===== config.mk =====
export PLATFORM = sky130hd
export DESIGN_NAME = myip_adc_tap_mc_flat
export DESIGN_NICKNAME = d
export VERILOG_FILES = /design/src/rtl/myip_adc_tap_mc_if.sv /design/src/rtl/myip_adc_tap_mc.sv /design/src/flat_wrapper.sv
export SDC_FILE = /design/constraint.sdc
export NUM_CORES = 1
export LEC_CHECK = 0
export ABC_AREA = 1
export ABC_CLOCK_PERIOD_IN_PS = 11900
export BUFFER_PORTS_ARGS = -buffer_cell sky130_fd_sc_hd__buf_2
export CORE_AREA = 2 2 120 209
export DETAILED_ROUTE_END_ITERATION = 7
export DIE_AREA = 0 0 122 211
export GPL_TIMING_DRIVEN = 0
export PLACE_DENSITY = 0.92
export SYNTH_ARGS = -nofsm -noshare
export SYNTH_HDL_FRONTEND = slang
export SYNTH_SLANG_ARGS = --single-unit
export TNS_END_PERCENT = 30

===== constraint.sdc =====
create_clock -name ACLK -period 11.9 [get_ports ACLK]
set_input_delay 2.38 -clock ACLK [delete_from_list [all_inputs] [get_ports ACLK]]
set_output_delay 2.38 -clock ACLK [all_outputs]
set_load 0.05 [all_outputs]

===== src/rtl/myip_adc_tap_mc_if.sv =====
// AXI4-Lite bus bundle for the multi-channel ADC tap (6-bit address, 32-bit data).
interface myip_adc_tap_mc_if;
    logic [5:0]  AWADDR;
    logic        AWVALID;
    logic        AWREADY;
    logic [31:0] WDATA;
    logic [3:0]  WSTRB;
    logic        WVALID;
    logic        WREADY;
    logic [1:0]  BRESP;
    logic        BVALID;
    logic        BREADY;
    logic [5:0]  ARADDR;
    logic        ARVALID;
    logic        ARREADY;
    logic [31:0] RDATA;
    logic [1:0]  RRESP;
    logic        RVALID;
    logic        RREADY;

    modport master (
        output AWADDR, AWVALID, WDATA, WSTRB, WVALID, BREADY, ARADDR, ARVALID, RREADY,
        input  AWREADY, WREADY, BRESP, BVALID, ARREADY, RDATA, RRESP, RVALID
    );

    modport slave (
        input  AWADDR, AWVALID, WDATA, WSTRB, WVALID, BREADY, ARADDR, ARVALID, RREADY,
        output AWREADY, WREADY, BRESP, BVALID, ARREADY, RDATA, RRESP, RVALID
    );
endinterface


===== src/rtl/myip_adc_tap_mc.sv =====
// Multi-channel ADC tap: per-channel hold registers drained round-robin into a sample FIFO,
// AXI4-Lite CSRs and a level interrupt. Define ADC_TAP_THRESH_EN for per-channel threshold IRQs.
module myip_adc_tap_mc #(
    parameter int unsigned NUM_CH     = 4,
    parameter int unsigned DATA_W     = 12,
    parameter int unsigned FIFO_DEPTH = 16
) (
    input  logic                     ACLK,
    input  logic                     ARESET,
    myip_adc_tap_mc_if.slave         s_axi,
    input  logic [NUM_CH-1:0]        adc_valid,
    input  logic [NUM_CH*DATA_W-1:0] adc_data,
    output logic                     irq
);
    localparam int unsigned ISR_W = NUM_CH + 2;
    localparam int unsigned PTR_W = $clog2(FIFO_DEPTH);
    localparam int unsigned CNT_W = PTR_W + 1;
    localparam int unsigned CH_W  = (NUM_CH > 1) ? $clog2(NUM_CH) : 1;
    localparam int unsigned ENT_W = 3 + DATA_W;

    localparam logic [3:0] A_GIE    = 4'h0;
    localparam logic [3:0] A_IER    = 4'h1;
    localparam logic [3:0] A_CTRL   = 4'h2;
    localparam logic [3:0] A_ACK    = 4'h3;
    localparam logic [3:0] A_ISR    = 4'h4;
    localparam logic [3:0] A_WMARK  = 4'h5;
    localparam logic [3:0] A_THRESH = 4'h6;
    localparam logic [3:0] A_FIFO   = 4'h7;
    localparam logic [3:0] A_STATUS = 4'h8;

    // AXI channel state
    logic        aw_rdy;
    logic        b_vld;
    logic        ar_rdy;
    logic        r_vld;
    logic [31:0] r_data;
    logic        wr_fire_c;
    logic        rd_fire_c;
    logic [3:0]  wr_sel_c;
    logic [3:0]  rd_sel_c;
    logic        axi_unused;

    // CSRs
    logic              gie;
    logic [ISR_W-1:0]  ier;
    logic [ISR_W-1:0]  isr;
    logic [NUM_CH-1:0] en_mask;
    logic [7:0]        wmark;
`ifdef ADC_TAP_THRESH_EN
    logic [DATA_W-1:0] thresh;
`endif

    // Capture, arbitration and FIFO
    logic [NUM_CH-1:0] hold_full;
    logic [DATA_W-1:0] hold_data [NUM_CH];
    logic [CH_W-1:0]   rr_ptr;
    logic [ENT_W-1:0]  fifo_mem [FIFO_DEPTH];
    logic [PTR_W-1:0]  wr_ptr;
    logic [PTR_W-1:0]  rd_ptr;
    logic [CNT_W-1:0]  count;

    logic              fifo_empty_c;
    logic              fifo_full_c;
    logic              flush_c;
    logic              push_c;
    logic              pop_c;
    logic              gnt_vld_c;
    logic [CH_W-1:0]   gnt_ch_c;
    int unsigned       rr_idx_c;
    logic [NUM_CH-1:0] cap_c;
    logic              ovf_c;
    logic [ISR_W-1:0]  ack_c;
    logic [ISR_W-1:0]  isr_set_c;
    logic [31:0]       fifo_word_c;
    logic [31:0]       status_c;
    logic [31:0]       rd_mux_c;

    assign s_axi.AWREADY = aw_rdy;
    assign s_axi.WREADY  = aw_rdy;
    assign s_axi.BVALID  = b_vld;
    assign s_axi.BRESP   = 2'b00;
    assign s_axi.ARREADY = ar_rdy;
    assign s_axi.RVALID  = r_vld;
    assign s_axi.RDATA   = r_data;
    assign s_axi.RRESP   = 2'b00;

    assign axi_unused = ^{s_axi.WSTRB, s_axi.WDATA, s_axi.AWADDR[1:0], s_axi.ARADDR[1:0]};

    assign wr_fire_c = aw_rdy & s_axi.AWVALID & s_axi.WVALID;
    assign rd_fire_c = ar_rdy & s_axi.ARVALID;
    assign wr_sel_c  = s_axi.AWADDR[5:2];
    assign rd_sel_c  = s_axi.ARADDR[5:2];

    assign fifo_empty_c = (count == '0);
    assign fifo_full_c  = (count == CNT_W'(FIFO_DEPTH));
    assign flush_c      = wr_fire_c && (wr_sel_c == A_CTRL) && s_axi.WDATA[31];
    assign push_c       = gnt_vld_c && !fifo_full_c && !flush_c;
    assign pop_c        = rd_fire_c && (rd_sel_c == A_FIFO) && !fifo_empty_c;
    assign ack_c        = (wr_fire_c && (wr_sel_c == A_ACK)) ? s_axi.WDATA[ISR_W-1:0] : '0;

    // Ready is a one-cycle pulse so each address/data pair is taken exactly once
    always_ff @(posedge ACLK or posedge ARESET) begin
        if (ARESET) begin
            aw_rdy <= 1'b0;
            b_vld  <= 1'b0;
            ar_rdy <= 1'b0;
            r_vld  <= 1'b0;
            r_data <= '0;
        end else begin
            aw_rdy <= !aw_rdy && !b_vld && s_axi.AWVALID && s_axi.WVALID;
            if (wr_fire_c)         b_vld <= 1'b1;
            else if (s_axi.BREADY) b_vld <= 1'b0;
            ar_rdy <= !ar_rdy && !r_vld && s_axi.ARVALID;
            if (rd_fire_c) begin
                r_vld  <= 1'b1;
                r_data <= rd_mux_c;
            end else if (s_axi.RREADY) begin
                r_vld  <= 1'b0;
            end
        end
    end

    always_ff @(posedge ACLK or posedge ARESET) begin
        if (ARESET) begin
            gie     <= 1'b0;
            ier     <= '0;
            en_mask <= '0;
            wmark   <= '0;
`ifdef ADC_TAP_THRESH_EN
            thresh  <= '0;
`endif
        end else if (wr_fire_c) begin
            case (wr_sel_c)
                A_GIE:    gie     <= s_axi.WDATA[0];
                A_IER:    ier     <= s_axi.WDATA[ISR_W-1:0];
                A_CTRL:   en_mask <= s_axi.WDATA[NUM_CH-1:0];
                A_WMARK:  wmark   <= s_axi.WDATA[7:0];
`ifdef ADC_TAP_THRESH_EN
                A_THRESH: thresh  <= s_axi.WDATA[DATA_W-1:0];
`endif
                default: ;
            endcase
        end
    end

    // Round-robin search begins at rr_ptr; lowest offset from it wins
    always_comb begin
        gnt_vld_c = 1'b0;
        gnt_ch_c  = '0;
        rr_idx_c  = 0;
        for (int i = NUM_CH - 1; i >= 0; i--) begin
            rr_idx_c = 32'(rr_ptr) + 32'(i);
            if (rr_idx_c >= NUM_CH) rr_idx_c = rr_idx_c - NUM_CH;
            if (hold_full[CH_W'(rr_idx_c)]) begin
                gnt_vld_c = 1'b1;
                gnt_ch_c  = CH_W'(rr_idx_c);
            end
        end
    end

    // A hold being drained this cycle is not counted as overwritten
    always_comb begin
        cap_c = adc_valid & en_mask;
        ovf_c = 1'b0;
        for (int c = 0; c < NUM_CH; c++) begin
            if (cap_c[c] && hold_full[c] && !(push_c && (gnt_ch_c == CH_W'(c)))) ovf_c = 1'b1;
        end
    end

    always_comb begin
        isr_set_c    = '0;
        isr_set_c[0] = (wmark != 8'd0) && (32'(count) >= 32'(wmark));
        isr_set_c[1] = ovf_c;
`ifdef ADC_TAP_THRESH_EN
        for (int c = 0; c < NUM_CH; c++) begin
            isr_set_c[2+c] = cap_c[c] && (adc_data[c*DATA_W +: DATA_W] > thresh);
        end
`endif
    end

    // Set has priority over a same-cycle acknowledge
    always_ff @(posedge ACLK or posedge ARESET) begin
        if (ARESET) begin
            isr <= '0;
            irq <= 1'b0;
        end else begin
            isr <= (isr & ~ack_c) | isr_set_c;
            irq <= gie && (|(isr & ier));
        end
    end

    always_ff @(posedge ACLK or posedge ARESET) begin
        if (ARESET) begin
            hold_full <= '0;
            rr_ptr    <= '0;
            for (int c = 0; c < NUM_CH; c++) hold_data[c] <= '0;
        end else begin
            if (push_c) rr_ptr <= (gnt_ch_c == CH_W'(NUM_CH - 1)) ? '0 : gnt_ch_c + CH_W'(1);
            for (int c = 0; c < NUM_CH; c++) begin
                if (flush_c) begin
                    hold_full[c] <= 1'b0;
                end else if (cap_c[c]) begin
                    hold_full[c] <= 1'b1;
                    hold_data[c] <= adc_data[c*DATA_W +: DATA_W];
                end else if (push_c && (gnt_ch_c == CH_W'(c))) begin
                    hold_full[c] <= 1'b0;
                end
            end
        end
    end

    always_ff @(posedge ACLK or posedge ARESET) begin
        if (ARESET) begin
            wr_ptr <= '0;
            rd_ptr <= '0;
            count  <= '0;
        end else if (flush_c) begin
            wr_ptr <= '0;
            rd_ptr <= '0;
            count  <= '0;
        end else begin
            if (push_c) wr_ptr <= wr_ptr + PTR_W'(1);
            if (pop_c)  rd_ptr <= rd_ptr + PTR_W'(1);
            case ({push_c, pop_c})
                2'b10:   count <= count + CNT_W'(1);
                2'b01:   count <= count - CNT_W'(1);
                default: ;
            endcase
        end
    end

    // Storage only; validity is tracked by the pointers
    always_ff @(posedge ACLK) begin
        if (push_c) fifo_mem[wr_ptr] <= {3'(gnt_ch_c), hold_data[gnt_ch_c]};
    end

    always_comb begin
        fifo_word_c                = '0;
        fifo_word_c[31]            = 1'b1;
        fifo_word_c[26:24]         = fifo_mem[rd_ptr][ENT_W-1 -: 3];
        fifo_word_c[DATA_W-1:0]    = fifo_mem[rd_ptr][DATA_W-1:0];
        status_c                   = '0;
        status_c[8:0]              = 9'(count);
        status_c[16]               = fifo_empty_c;
        status_c[17]               = fifo_full_c;
        rd_mux_c                   = '0;
        case (rd_sel_c)
            A_GIE:    rd_mux_c = 32'(gie);
            A_IER:    rd_mux_c = 32'(ier);
            A_CTRL:   rd_mux_c = 32'(en_mask);
            A_ISR:    rd_mux_c = 32'(isr);
            A_WMARK:  rd_mux_c = 32'(wmark);
`ifdef ADC_TAP_THRESH_EN
            A_THRESH: rd_mux_c = 32'(thresh);
`endif
            A_FIFO:   rd_mux_c = fifo_empty_c ? 32'h0 : fifo_word_c;
            A_STATUS: rd_mux_c = status_c;
            default:  rd_mux_c = '0;
        endcase
    end
endmodule


===== src/flat_wrapper.sv =====
// flat-port wrapper written by rule: the top's interface ports become plain ports
module myip_adc_tap_mc_flat 
#(
    parameter int unsigned NUM_CH     = 4,
    parameter int unsigned DATA_W     = 12,
    parameter int unsigned FIFO_DEPTH = 16
)
  (ACLK, ARESET, adc_valid, adc_data, irq, s_axi_AWADDR, s_axi_AWVALID, s_axi_WDATA, s_axi_WSTRB, s_axi_WVALID, s_axi_BREADY, s_axi_ARADDR, s_axi_ARVALID, s_axi_RREADY, s_axi_AWREADY, s_axi_WREADY, s_axi_BRESP, s_axi_BVALID, s_axi_ARREADY, s_axi_RDATA, s_axi_RRESP, s_axi_RVALID);
  myip_adc_tap_mc_if s_axi_i ();
  input  logic ACLK;
  input  logic ARESET;
  input  logic [NUM_CH-1:0] adc_valid;
  input  logic [NUM_CH*DATA_W-1:0] adc_data;
  output logic irq;
  input wire logic [$bits(s_axi_i.AWADDR)-1:0] s_axi_AWADDR;
  input wire logic [$bits(s_axi_i.AWVALID)-1:0] s_axi_AWVALID;
  input wire logic [$bits(s_axi_i.WDATA)-1:0] s_axi_WDATA;
  input wire logic [$bits(s_axi_i.WSTRB)-1:0] s_axi_WSTRB;
  input wire logic [$bits(s_axi_i.WVALID)-1:0] s_axi_WVALID;
  input wire logic [$bits(s_axi_i.BREADY)-1:0] s_axi_BREADY;
  input wire logic [$bits(s_axi_i.ARADDR)-1:0] s_axi_ARADDR;
  input wire logic [$bits(s_axi_i.ARVALID)-1:0] s_axi_ARVALID;
  input wire logic [$bits(s_axi_i.RREADY)-1:0] s_axi_RREADY;
  output wire logic [$bits(s_axi_i.AWREADY)-1:0] s_axi_AWREADY;
  output wire logic [$bits(s_axi_i.WREADY)-1:0] s_axi_WREADY;
  output wire logic [$bits(s_axi_i.BRESP)-1:0] s_axi_BRESP;
  output wire logic [$bits(s_axi_i.BVALID)-1:0] s_axi_BVALID;
  output wire logic [$bits(s_axi_i.ARREADY)-1:0] s_axi_ARREADY;
  output wire logic [$bits(s_axi_i.RDATA)-1:0] s_axi_RDATA;
  output wire logic [$bits(s_axi_i.RRESP)-1:0] s_axi_RRESP;
  output wire logic [$bits(s_axi_i.RVALID)-1:0] s_axi_RVALID;
  assign s_axi_i.AWADDR = s_axi_AWADDR;
  assign s_axi_i.AWVALID = s_axi_AWVALID;
  assign s_axi_i.WDATA = s_axi_WDATA;
  assign s_axi_i.WSTRB = s_axi_WSTRB;
  assign s_axi_i.WVALID = s_axi_WVALID;
  assign s_axi_i.BREADY = s_axi_BREADY;
  assign s_axi_i.ARADDR = s_axi_ARADDR;
  assign s_axi_i.ARVALID = s_axi_ARVALID;
  assign s_axi_i.RREADY = s_axi_RREADY;
  assign s_axi_AWREADY = s_axi_i.AWREADY;
  assign s_axi_WREADY = s_axi_i.WREADY;
  assign s_axi_BRESP = s_axi_i.BRESP;
  assign s_axi_BVALID = s_axi_i.BVALID;
  assign s_axi_ARREADY = s_axi_i.ARREADY;
  assign s_axi_RDATA = s_axi_i.RDATA;
  assign s_axi_RRESP = s_axi_i.RRESP;
  assign s_axi_RVALID = s_axi_i.RVALID;
  myip_adc_tap_mc #(.NUM_CH(NUM_CH), .DATA_W(DATA_W), .FIFO_DEPTH(FIFO_DEPTH)) u_core (.ACLK(ACLK), .ARESET(ARESET), .s_axi(s_axi_i), .adc_valid(adc_valid), .adc_data(adc_data), .irq(irq));
endmodule

==> results of run 1 <==
kinds of logic (layout without fill, tap and decap cells):
| family | after synthesis | count (layout) |
|---|---|---|
| xor gates and xnor gates | 8 | 8 |
| DFF | 338 | 338 |
| buffers and inverters | 218 | 376 |
| other | 1 | 19 |
| adders and majority gates | 17 | 17 |
| and+or+nand+nor | 593 | 593 |
| AOI/OAI and AO/OA | 284 | 284 |
| muxes | 2 | 2 |
worst reg2reg max path: stages (launching register included):
cell and delay, ps:
dfrtp_1 410, nand2_1 200, inv_1 250, nand3_1 250, clkinv_1 290, clkbuf_1 490, ha_1 260, clkbuf_1 300
xor2_1 250, ha_1 200, a21o_1 120, nand2_1 50, o21ai_0 190, xor2_1 170, o22ai_1 80
per-stage QoR:
stage,area [sq um],total power [uW],hold slack [ps]
after floorplan,14990,3318,453.0
after global placement,15870,4015,432.2
after detailed placement,16030,4155,443.2
after CTS,16990,5136,456.0
after global routing,17010,5433,482.3
final,17010,5253,459.6
worst min-delay path by stage:
stage / end / from / slack (ps) / cells past startpoint
after floorplan: u_core.wmark[2] / u_core.wmark[2] / 450 / 2
after global placement: u_core.s_axi.ARREADY / u_core.s_axi.ARREADY / 430 / 1
after detailed placement: u_core.s_axi.AWREADY / u_core.s_axi.BVALID / 440 / 1
after CTS: u_core.s_axi.AWREADY / u_core.s_axi.BVALID / 460 / 1
after global routing: u_core.s_axi.AWREADY / u_core.s_axi.BVALID / 480 / 1
final: u_core.s_axi.AWREADY / u_core.s_axi.BVALID / 460 / 1
placed cells by master, fill, tap and decap left out, drive strengths merged, types with 19 or more instances in the layout:
cell / n
inv: 130
a21oi: 52
nand2: 218
conb: 19
o21ai: 173
nor2: 226
buf: 166
nand3: 122
edfxtp: 224
dfrtp: 114
clkbuf: 67
o211ai: 28
sequential cells by signal (all words and copies together), names as in the netlist, 5 cells and up:
name	cells
u_core.s_axi.RDATA	17
u_core.count	5
u_core.wmark	8
u_core.isr	6
u_core.fifo_mem	224
u_core.hold_data	48
u_core.ier	6
final cells by class:
class / instances / share of cell area
clock inverters: 15 / 0.01133
well taps: 308 / 0.02265
multi-input cells: 923 / 0.2647
flip-flops and latches: 338 / 0.5630
repair buffers: 109 / 0.03684
inverters: 128 / 0.02839
clock buffers: 34 / 0.04508
plain buffers: 90 / 0.02802
power breakdown:
| group | internal, uW | switching [uW] |
|---|---|---|
| logic | 473 | 1700 |
| registers | 1990 | 105 |
| clock network | 548 | 430 |
per-layer routing:
layer	wire length [microns]	vias to the layer above
met3	3653	262
met2	22390	952
li1	-	5260
met4	4106	0
met5	0	-
met1	13390	5654
synth_stat cells (15+ instances only):
| cell | n | area [sq um] |
|---|---|---|
| edfxtp_1 | 224 | 6726 |
| buf_4 | 21 | 157.7 |
| nor2_1 | 224 | 840.8 |
| nand3_1 | 114 | 570.6 |
| dfrtp_1 | 114 | 2853 |
| a21oi_1 | 52 | 260.3 |
| nor3_1 | 15 | 75.07 |
| ha_1 | 17 | 212.7 |
| clkbuf_1 | 33 | 123.9 |
| inv_1 | 124 | 465.5 |
| nand2_1 | 212 | 795.8 |
| o21ai_0 | 166 | 830.8 |
| buf_2 | 30 | 150.1 |
| o211ai_1 | 28 | 210.2 |
| o22ai_1 | 15 | 93.84 |
==> metrics.md, run 1 <==
| Metric | Value |
|---|---|
| Area grow syn2layout | `13.98%` |
| Root Driver | `clkbuf_16` |
| 1st-iter DRT viols | `1278` |
| WL final | `43.53 mm` |
| Cts bufs inserted | `27` |
| Non-filler cells, final | `1945` |
| Setup TNS | `0 ps` |
| Layout cells sized above 1 | `0.1497` |
| Dpl ws | `6383 ps` |
| Number of clock sinks | `338` |
| Row cnt | `75` |
| Finished Core Util | `0.7110` |
| Initial core utilization | `0.6238` |
| Critical Path RT | `12330 ps` |
| Yosys reg bits | `338` |
| First-pass GRT wire length | `65.50 mm` |
| Clock slew seen by the registers of the worst setup and hold paths | `70 ps` |
| Synthesized area | `14930 sq um` |
| Tightest Pin Transition | `1411 ps` |
| Final setup violation count | `0` |
| DR vias/cell | `6.235` |
| Worst Path Max Fanout | `11` |
| Final slew viol count | `0` |
| Multi-input combinational cell area | `4503 sq um` |
| GPL Wtd Cong | `1.014` |
| CP delay by family, top | `buffers and inverters` |
| Fillcell total | `1500` |
| IO Port Bufs | `98` |
| Worst min-delay path class | `flip-flop to flip-flop` |
| CTS tree | `done` |
| Unrepaired setup endpoints after global routing | `false` |
| Worst-path cell chain | `buf_2 -> nand2_1 -> inv_1 -> nand3_1 -> clkinv_1 -> clkbuf_1 -> ha_1 -> clkbuf_1 -> xor2_1 -> ha_1 -> a21o_1 -> nand2_1 -> o21ai_0 -> xor2_1 -> o22ai_1` |
| Post-synthesis mux area share | `0.001509` |
| Cts hold-fix bufs | `0` |
| EDFF count, synth | `224` |
| Placed cells | `1894` |
| # IOs | `149` |
| Post-CTS Resized | `0` |
| Worst skew pair latency | `560 ps` |
| Synth Area in Compound Gates | `0.1050` |
| Distinct cells, synth | `40` |
| Post-synthesis adder-cell area fraction | `0.01425` |
| Nets | `1741` |
| Reg2reg start | `u_core.s_axi.ARREADY` |
| Worst path arrival time | `5540 ps` |
| Fin. Hold Viols | `0` |
| Fin crit share | `0.4295` |
| Slowest stage delay, CP | `490 ps` |
| Post-layout min period | `5111 ps` |
| Maximum vdd drop | `0.0003501 V` |
| Worst setup path startpoint | `s_axi_ARVALID` |
| Post-synthesis simple-gate area fraction | `0.1684` |
| Post-DP HPWL | `29.90 mm` |
| Static Leak | `0.007162 uW` |
| Largest family of logic cells by synthesized area | `simple AND/OR/NAND/NOR gates` |
| DRT antenna net count | `0` |
| Crit path max-delay cell type | `clkbuf_1` |
| Register area share after synthesis | `0.6417` |
| Startpoint Class | `input port` |
| Post-synth top flop | `edfxtp_1` |
| Core area | `23930 sq um` |
| Status | `finished, final reports clean` |
| Cell Pwr Density | `308.8 nW/um^2` |
| Area of the die | `25740 sq um` |
| Reg2reg end | `u_core.count[4]` |
| Initial antenna violation count | `0` |
| Total track usage | `0.3435` |
| Crit Path Category | `input port to flip-flop` |
| Max-cap viol count | `0` |
| # Post-CTS Setup Buffers | `0` |
| M3 GR Usage | `0.05373` |
| WL/cell | `22.38 microns` |
| H-tree lvl count | `1` |
| Grt peak-use layer | `met2` |
| M2 GR Usage | `0.5970` |
| Crit path depth | `15` |
| Final worst setup slack | `6789 ps` |
| Pin count of the biggest net entering global routing | `59` |
| Met1 usage | `0.3606` |
| Buf/Inv on CP | `5` |
| Die Wd | `122 microns` |
| Relative slew slack | `0.05563` |
| Clock Skew | `13.39 ps` |
| Die height | `211 microns` |
| Via count | `12130` |
| Worst setup path endpoint | `u_core.count[4]` |
| DRC | `0` |
| Sequential Area | `9579 sq um` |
| Max Freq | `0.1956 GHz` |
| Worst R2R Path Depth | `14` |
| Cells after Synth | `1461` |
| Vias in the first global route | `12060` |
| Yosys warning count | `0` |
| Fraction of registers with async set/reset | `0.3373` |
| GRT Residual Overflow | `0` |
| Maximum clock insertion buffer count | `3` |
| Flop-to-flop setup slack | `8260 ps` |
| DR pass1 iterations | `8` |
| Antenna diodes | `0` |
| Synth Area in XOR/XNOR | `0.004694` |
| Capturing element type of the critical path | `flip-flop` |
| Mapped Avg Cell Area | `10.22 sq um` |
Power figures use the tool's default switching activity.
==> run 2: changes to the inputs <==
--- a/config.mk
+++ b/config.mk
@@ -6,13 +6,13 @@
 export NUM_CORES = 1
 export LEC_CHECK = 0
 export ABC_AREA = 1
-export ABC_CLOCK_PERIOD_IN_PS = 11900
+export ABC_CLOCK_PERIOD_IN_PS = 5100
 export BUFFER_PORTS_ARGS = -buffer_cell sky130_fd_sc_hd__buf_2
-export CORE_AREA = 2 2 120 209
+export CORE_AREA = 2 2 124 216
 export DETAILED_ROUTE_END_ITERATION = 7
-export DIE_AREA = 0 0 122 211
+export DIE_AREA = 0 0 126 218
 export GPL_TIMING_DRIVEN = 0
-export PLACE_DENSITY = 0.92
+export PLACE_DENSITY = 0.87
 export SYNTH_ARGS = -nofsm -noshare
 export SYNTH_HDL_FRONTEND = slang
 export SYNTH_SLANG_ARGS = --single-unit
==> constraint.sdc (replaced) <==
create_clock -name ACLK -period 5.1 [get_ports ACLK]
set_input_delay 1.02 -clock ACLK [delete_from_list [all_inputs] [get_ports ACLK]]
set_output_delay 1.02 -clock ACLK [all_outputs]
set_load 0.05 [all_outputs]
==> run 2 against run 1 <==
Effect of this change:
- non-clock buffer count fell by 1
- cell area rose by 0.15%
- combinational power rose by 130%
- wire length fell by 2.4%
- sequential share of layout area fell by 0.083 points
- sequential cell count did not move
- hold slack improved by 11 ps
- clock power rose by 130%
- sequential power rose by 130%
- critical path depth did not move
- clock-buffer cell count rose by 7
==> metrics.md, run 2 (same netlist as run 1, synthesis figures left out) <==
| Metric | Value |
|---|---|
| Status | `finished, final reports clean` |
| Via count | `11790` |
| DRT antenna net count | `0` |
| Final setup violation count | `0` |
| # IOs | `149` |
| First-pass GRT wire length | `63.85 mm` |
| Hold wc startpoint | `u_core.s_axi.ARREADY` |
| Worst R2R Path Depth | `14` |
| Die height | `218 microns` |
| DR pass1 iterations | `7` |
| IO Port Bufs | `98` |
| Maximum vdd drop | `0.0007877 V` |
| Register with the most flip-flops | `u_core.fifo_mem` |
| Maximum clock insertion buffer count | `3` |
| Area of the die | `27470 sq um` |
| Capturing element type of the critical path | `flip-flop` |
| 1st-iter DRT viols | `877` |
| Cts bufs inserted | `27` |
| Post-layout min period | `3495 ps` |
| Total track usage | `0.3071` |
| Sequential Area | `9579 sq um` |
| CTS tree | `done` |
| Crit Path Category | `input port to flip-flop` |
| WL/cell | `21.71 microns` |
| Area grow syn2layout | `14.15%` |
| Post-DP HPWL | `30.28 mm` |
| Fin crit share | `0.6853` |
| Nets | `1740` |
| WL final | `42.50 mm` |
| Static Leak | `0.007144 uW` |
| Hold path depth | `1` |
| Commonest non-fill, non-tap cell in the layout | `edfxtp_1` |
| Clock Skew | `17.60 ps` |
| GPL Wtd Cong | `1.010` |
| Worst min-delay path class | `flip-flop to flip-flop` |
| Worst Path Max Fanout | `11` |
| DRC | `0` |
| Initial antenna violation count | `0` |
| DR vias/cell | `6.022` |
| Max-cap viol count | `0` |
| Fin Hold WS | `471.0 ps` |
| Cts hold-fix bufs | `0` |
| GRT Residual Overflow | `0` |
| Pin count of the biggest net entering global routing | `59` |
| Final slew viol count | `0` |
| Layout cells sized above 1 | `0.1484` |
| Post-CTS Resized | `0` |
| Root Driver | `clkbuf_16` |
| Die Wd | `126 microns` |
| # Post-CTS Setup Buffers | `0` |
| H-tree lvl count | `1` |
| Max FFs per register | `224` |
| Relative slew slack | `0.04592` |
| Commonest non-fill, non-tap cells in the layout | `edfxtp_1 (224), nor2_1 (217), nand2_1 (212)` |
| Worst path arrival time | `3930 ps` |
| Row cnt | `78` |
| Core area | `25760 sq um` |
| Worst skew pair latency | `560 ps` |
| Unrepaired setup endpoints after global routing | `false` |
| Cell Pwr Density | `706.4 nW/um^2` |
| Final Instance Area | `17040 sq um` |
| Antenna diodes | `0` |
| Initial core utilization | `0.5794` |
| Finished Core Util | `0.6613` |
| Final worst setup slack | `1605 ps` |
| Max Freq | `0.2861 GHz` |
| Setup TNS | `0 ps` |
| Fin. Hold Viols | `0` |
| Number of clock sinks | `338` |
| Tightest Pin Transition | `1426 ps` |
| Dpl ws | `1075 ps` |
| Worst setup path startpoint | `s_axi_ARVALID` |
| Multi-input combinational cell area | `4516 sq um` |
| Vias in the first global route | `11680` |
| Fillcell total | `1886` |
| Reg2reg start | `u_core.count[0]` |
| Startpoint Class | `input port` |
| Critical Path RT | `5530 ps` |
| Clock slew seen by the registers of the worst setup and hold paths | `60 ps` |
| Placed Area | `16080 sq um` |
-- run 2: cell count changes in the layout (fill, tap and decap cells not counted), sizes merged --
cell    delta
clkinv     -4
inv        -1
clkbuf     +7
bufinv     -1
buf        -1
-- run 2: worst max-delay path: stages --
cell and delay (ps):
buf_2 90, nand2_1 160, inv_1 230, nand3_1 200
clkinv_1 260, clkbuf_1 430, ha_1 220, clkbuf_1 270
xor2_1 230, ha_1 180, a21o_1 120, nand2_1 50
o21ai_0 190, xor2_1 170, o22ai_1 90
-- run 2: final timing paths --
| check | to | slack, ps |
|---|---|---|
| worst max-delay path | u_core.count[4] | 1600 |
| worst min-delay path | u_core.s_axi.ARREADY | 470 |
| worst max register to register | u_core.count[4] | 1740 |
| worst min register to register | u_core.s_axi.ARREADY | 470 |
| max in group asynchronous | u_core.hold_data[12] | 3790 |
| min in group asynchronous | u_core.s_axi.BVALID | 570 |
-- run 2: area by class of cell --
class,instances,share of cell area
Sequential cell,338,0.5622
Multi-Input combinational cell,923,0.2650
Clock buffer,41,0.04817
Timing Repair Buffer,108,0.03723
Inverter,128,0.02834
Buffer,90,0.02798
Tap cell,320,0.02350
Clock inverter,9,0.007564
-- run 2: metrics by stage --
step,power (uW),std cells
2_1_floorplan,7742,1479
3_3_place_gp,9391,1897
3_5_place_dp,9674,1907
4_1_cts,11870,1957
5_1_grt,12500,1957
6_report,12040,1957
-- run 2: per-layer routing --
| metal | vias up | routed length [microns] | track usage |
|---|---|---|---|
| met5 | - | 0 | 0 |
| met4 | 0 | 3383 | 0.2267 |
| met3 | 200 | 3236 | 0.04244 |
| li1 | 5259 | - | - |
| met1 | 5612 | 13210 | 0.3096 |
| met2 | 715 | 22670 | 0.5672 |
-- run 2: where the power goes --
group	switching, uW	leakage, uW	internal (uW)	total, uW
Clock	947	0.000461	1270	2220
Combinational	3840	0.00332	1100	4940
Sequential	232	0.00337	4640	4880
==> run 3: changes to the inputs <==
--- a/config.mk
+++ b/config.mk
@@ -5,14 +5,14 @@
 export SDC_FILE = /design/constraint.sdc
 export NUM_CORES = 1
 export LEC_CHECK = 0
-export ABC_AREA = 1
-export ABC_CLOCK_PERIOD_IN_PS = 5100
+export ABC_AREA = 0
+export ABC_CLOCK_PERIOD_IN_PS = 3200
 export BUFFER_PORTS_ARGS = -buffer_cell sky130_fd_sc_hd__buf_2
-export CORE_AREA = 2 2 124 216
+export CORE_AREA = 2 2 128 223
 export DETAILED_ROUTE_END_ITERATION = 7
-export DIE_AREA = 0 0 126 218
+export DIE_AREA = 0 0 130 225
 export GPL_TIMING_DRIVEN = 0
-export PLACE_DENSITY = 0.87
+export PLACE_DENSITY = 0.84
 export SYNTH_ARGS = -nofsm -noshare
 export SYNTH_HDL_FRONTEND = slang
 export SYNTH_SLANG_ARGS = --single-unit
==> constraint.sdc (replaced) <==
create_clock -name ACLK -period 3.2 [get_ports ACLK]
set_input_delay 0.64 -clock ACLK [delete_from_list [all_inputs] [get_ports ACLK]]
set_output_delay 0.64 -clock ACLK [all_outputs]
set_load 0.05 [all_outputs]
==> run 3 against run 2 <==
Effect of this change:
- critical path depth decreased by 3
- synthesized area is 3.9% lower
- via count shrank 30%
- clock-buffer cell count is 3 lower
- power up 18%
- largest cell class unchanged
- core utilization decreased by 5.5 points
- sequential cell count unchanged
- highest routed layer unchanged
==> metrics.md, run 3 <==
| Metric | Value |
|---|---|
| Status | `finished, final reports clean` |
| Die Wd | `130 microns` |
| Clock Skew | `15.52 ps` |
| EDFF count, synth | `224` |
| Static Leak | `0.006273 uW` |
| Most common cell in the netlist | `edfxtp_1` |
| Hold EP | `u_core.s_axi.BVALID` |
| Mapped Avg Cell Area | `16.55 sq um` |
| Worst Path Max Fanout | `11` |
| DRC | `0` |
| Initial antenna violation count | `0` |
| Layout cells sized above 1 | `0.3187` |
| Final setup violation count | `0` |
| Final worst setup slack | `107.0 ps` |
| Max-cap viol count | `0` |
| # IOs | `149` |
| Post-DP HPWL | `22.00 mm` |
| Initial core utilization | `0.5250` |
| Via count | `8268` |
| Reg2reg start | `u_core.count[0]` |
| Cells after Synth | `867` |
| Hold path depth | `2` |
| IO Port Bufs | `98` |
| Clock slew seen by the registers of the worst setup and hold paths | `70 ps` |
| DR vias/cell | `5.835` |
| Tightest Pin Transition | `1022 ps` |
| Maximum vdd drop | `0.0006146 V` |
| Unrepaired setup endpoints after global routing | `false` |
| Crit Path Category | `flip-flop to flip-flop` |
| Die height | `225 microns` |
| Vias in the first global route | `8548` |
| WL/cell | `22.58 microns` |
| Max Freq | `0.3233 GHz` |
| Total track usage | `0.2241` |
| Post-layout min period | `3093 ps` |
| Maximum clock insertion buffer count | `3` |
| Dpl ws | `-894.6 ps` |
| Fraction of registers with async set/reset | `0.3373` |
| Startpoint Class | `flip-flop` |
| Row cnt | `80` |
| Post-synth top cells | `edfxtp_1 (224), dfrtp_1 (114), mux2_2 (67)` |
| GRT Residual Overflow | `0` |
| First-pass GRT wire length | `48.60 mm` |
| WL final | `31.99 mm` |
| Antenna diodes | `0` |
| Final slew viol count | `0` |
| Critical Path RT | `3650 ps` |
| Commonest non-fill, non-tap cells in the layout | `edfxtp_1 (224), dfrtp_1 (109), buf_2 (107)` |
| GPL Wtd Cong | `0.8429` |
| 1st-iter DRT viols | `658` |
| Root Driver | `clkbuf_16` |
| Synth top area share | `0.4688` |
| Worst R2R Path Depth | `12` |
| Commonest non-fill, non-tap cell in the layout | `edfxtp_1` |
| Number of clock sinks | `338` |
| Worst path arrival time | `3550 ps` |
| Cell Pwr Density | `858.9 nW/um^2` |
| Fin. Hold Viols | `0` |
| Fin Hold WS | `250.8 ps` |
| Pin count of the biggest net entering global routing | `44` |
| Core area | `27330 sq um` |
| Hold wc startpoint | `s_axi_BREADY` |
| Nets | `1148` |
| Worst skew pair latency | `580 ps` |
| Relative slew slack | `0.3093` |
| Yosys warning count | `0` |
| DRT antenna net count | `0` |
| Final Instance Area | `16570 sq um` |
| Yosys reg bits | `338` |
| Worst min-delay path class | `input port to flip-flop` |
| Placed cells | `1355` |
| Area contributors post-synth | `edfxtp_1 (47%), dfrtp_1 (20%), mux4_2 (8.9%)` |
| Distinct cells, synth | `60` |
| Flop-to-flop setup slack | `110 ps` |
| Non-filler cells, final | `1417` |
| Fin crit share | `0.9666` |
| H-tree lvl count | `1` |
| Placed Area | `15430 sq um` |
| Register with the most flip-flops | `u_core.fifo_mem` |
| Max FFs per register | `224` |
| DR pass1 iterations | `5` |
| Capturing element type of the critical path | `flip-flop` |
| CTS tree | `done` |
| Area of the die | `29250 sq um` |
| Yosys top cell by area | `edfxtp_1` |
| Post-synth top flop | `edfxtp_1` |
| Area grow syn2layout | `15.48%` |
| Reg2reg end | `u_core.count[4]` |
| Cts bufs inserted | `30` |
| Register area share after synthesis | `0.6677` |
| Synthesized area | `14350 sq um` |
[run 3: cell count changes after synthesis, sizes merged, moves of 16 or more]
cell | before | now
a211oi | 0 | 18
inv | 126 | 18
nand3 | 122 | 1
nor2b | 0 | 16
mux2 | 2 | 67
o21ai | 173 | 15
and2 | 0 | 16
nand2 | 218 | 41
nor2 | 226 | 28
buf | 57 | 36
a21oi | 52 | 28
mux2i | 0 | 54
mux4 | 0 | 58
o211ai | 28 | 0
[run 3: cells by family after synthesis]
group | count (synthesis) | share of synthesized area
adder cells (fa/ha/maj) | 17 | 0.01482
buffers and inverters | 80 | 0.02886
XOR/XNOR | 11 | 0.006715
multiplexers | 179 | 0.1816
AO/OA/AOI/OAI | 106 | 0.05102
other | 1 | 0.0002614
AND/OR/NAND/NOR | 135 | 0.04910
flip-flops | 338 | 0.6677
[run 3: worst max path at each step]
stage	start	slack, ps	endpoint
after floorplan	u_core.count[1]	-80	u_core.count[4]
after global placement	u_core.count[1]	-840	u_core.count[4]
final	u_core.count[0]	110	u_core.count[4]
after global routing	u_core.count[0]	30	u_core.count[4]
after CTS	u_core.hold_full[0]	-560	u_core.fifo_mem[14][10]
after detailed placement	u_core.count[1]	-890	u_core.count[4]
[run 3: through the flow]
step           TNS, ps    util  total power (uW)
2_1_floorplan   -77.45       -              9285
3_3_place_gp    -47330  0.5625             10220
3_5_place_dp    -73140  0.5647             10480
4_1_cts         -31860  0.6029             14100
5_1_grt              0  0.6063             14840
6_report             0  0.6063             14230
[run 3: what timing repair did]
item,in CTS,in global routing
pin swaps,1,0
endpoints found under the setup margin,196,114
buffers inserted,8,0
hold endpoints to repair,4,0
hold buffers,1,0
resized for setup,8,20
[run 3: power breakdown]
group,switching [uW],internal (uW)
registers,459,6270
clock network,1610,1890
logic,2420,1580
total,4490,9740
[run 3: cell type report]
| type | count | area [sq um] |
|---|---|---|
| Fill cell | 1959 | 10760 |
| Sequential cell | 338 | 9585 |
| Multi-Input combinational cell | 467 | 4544 |
| Clock buffer | 38 | 812.0 |
| Timing Repair Buffer | 110 | 620.6 |
| Tap cell | 369 | 461.7 |
| Buffer | 58 | 335.3 |
| Clock inverter | 18 | 133.9 |
| Inverter | 19 | 75.07 |
[run 3: critical path: stages, from the launching register on]
cell      delay [ps]
dfrtp_2          480
nor4_4           330
buf_4            180
a211o_4          180
inv_2             80
clkbuf_4         200
ha_4             210
xor2_1           150
ha_1             200
a21oi_1          260
a32oi_1          160
a21oi_1          180
mux2_2           360
[run 3: per-layer routing]
layer / GRT usage / routed length, microns / up-vias
met5: 0 / 0 / -
met4: 0.09053 / 1110 / 0
met3: 0.03205 / 1860 / 71
met2: 0.4161 / 17540 / 356
met1: 0.2545 / 11480 / 4212
li1: - / - / 3629
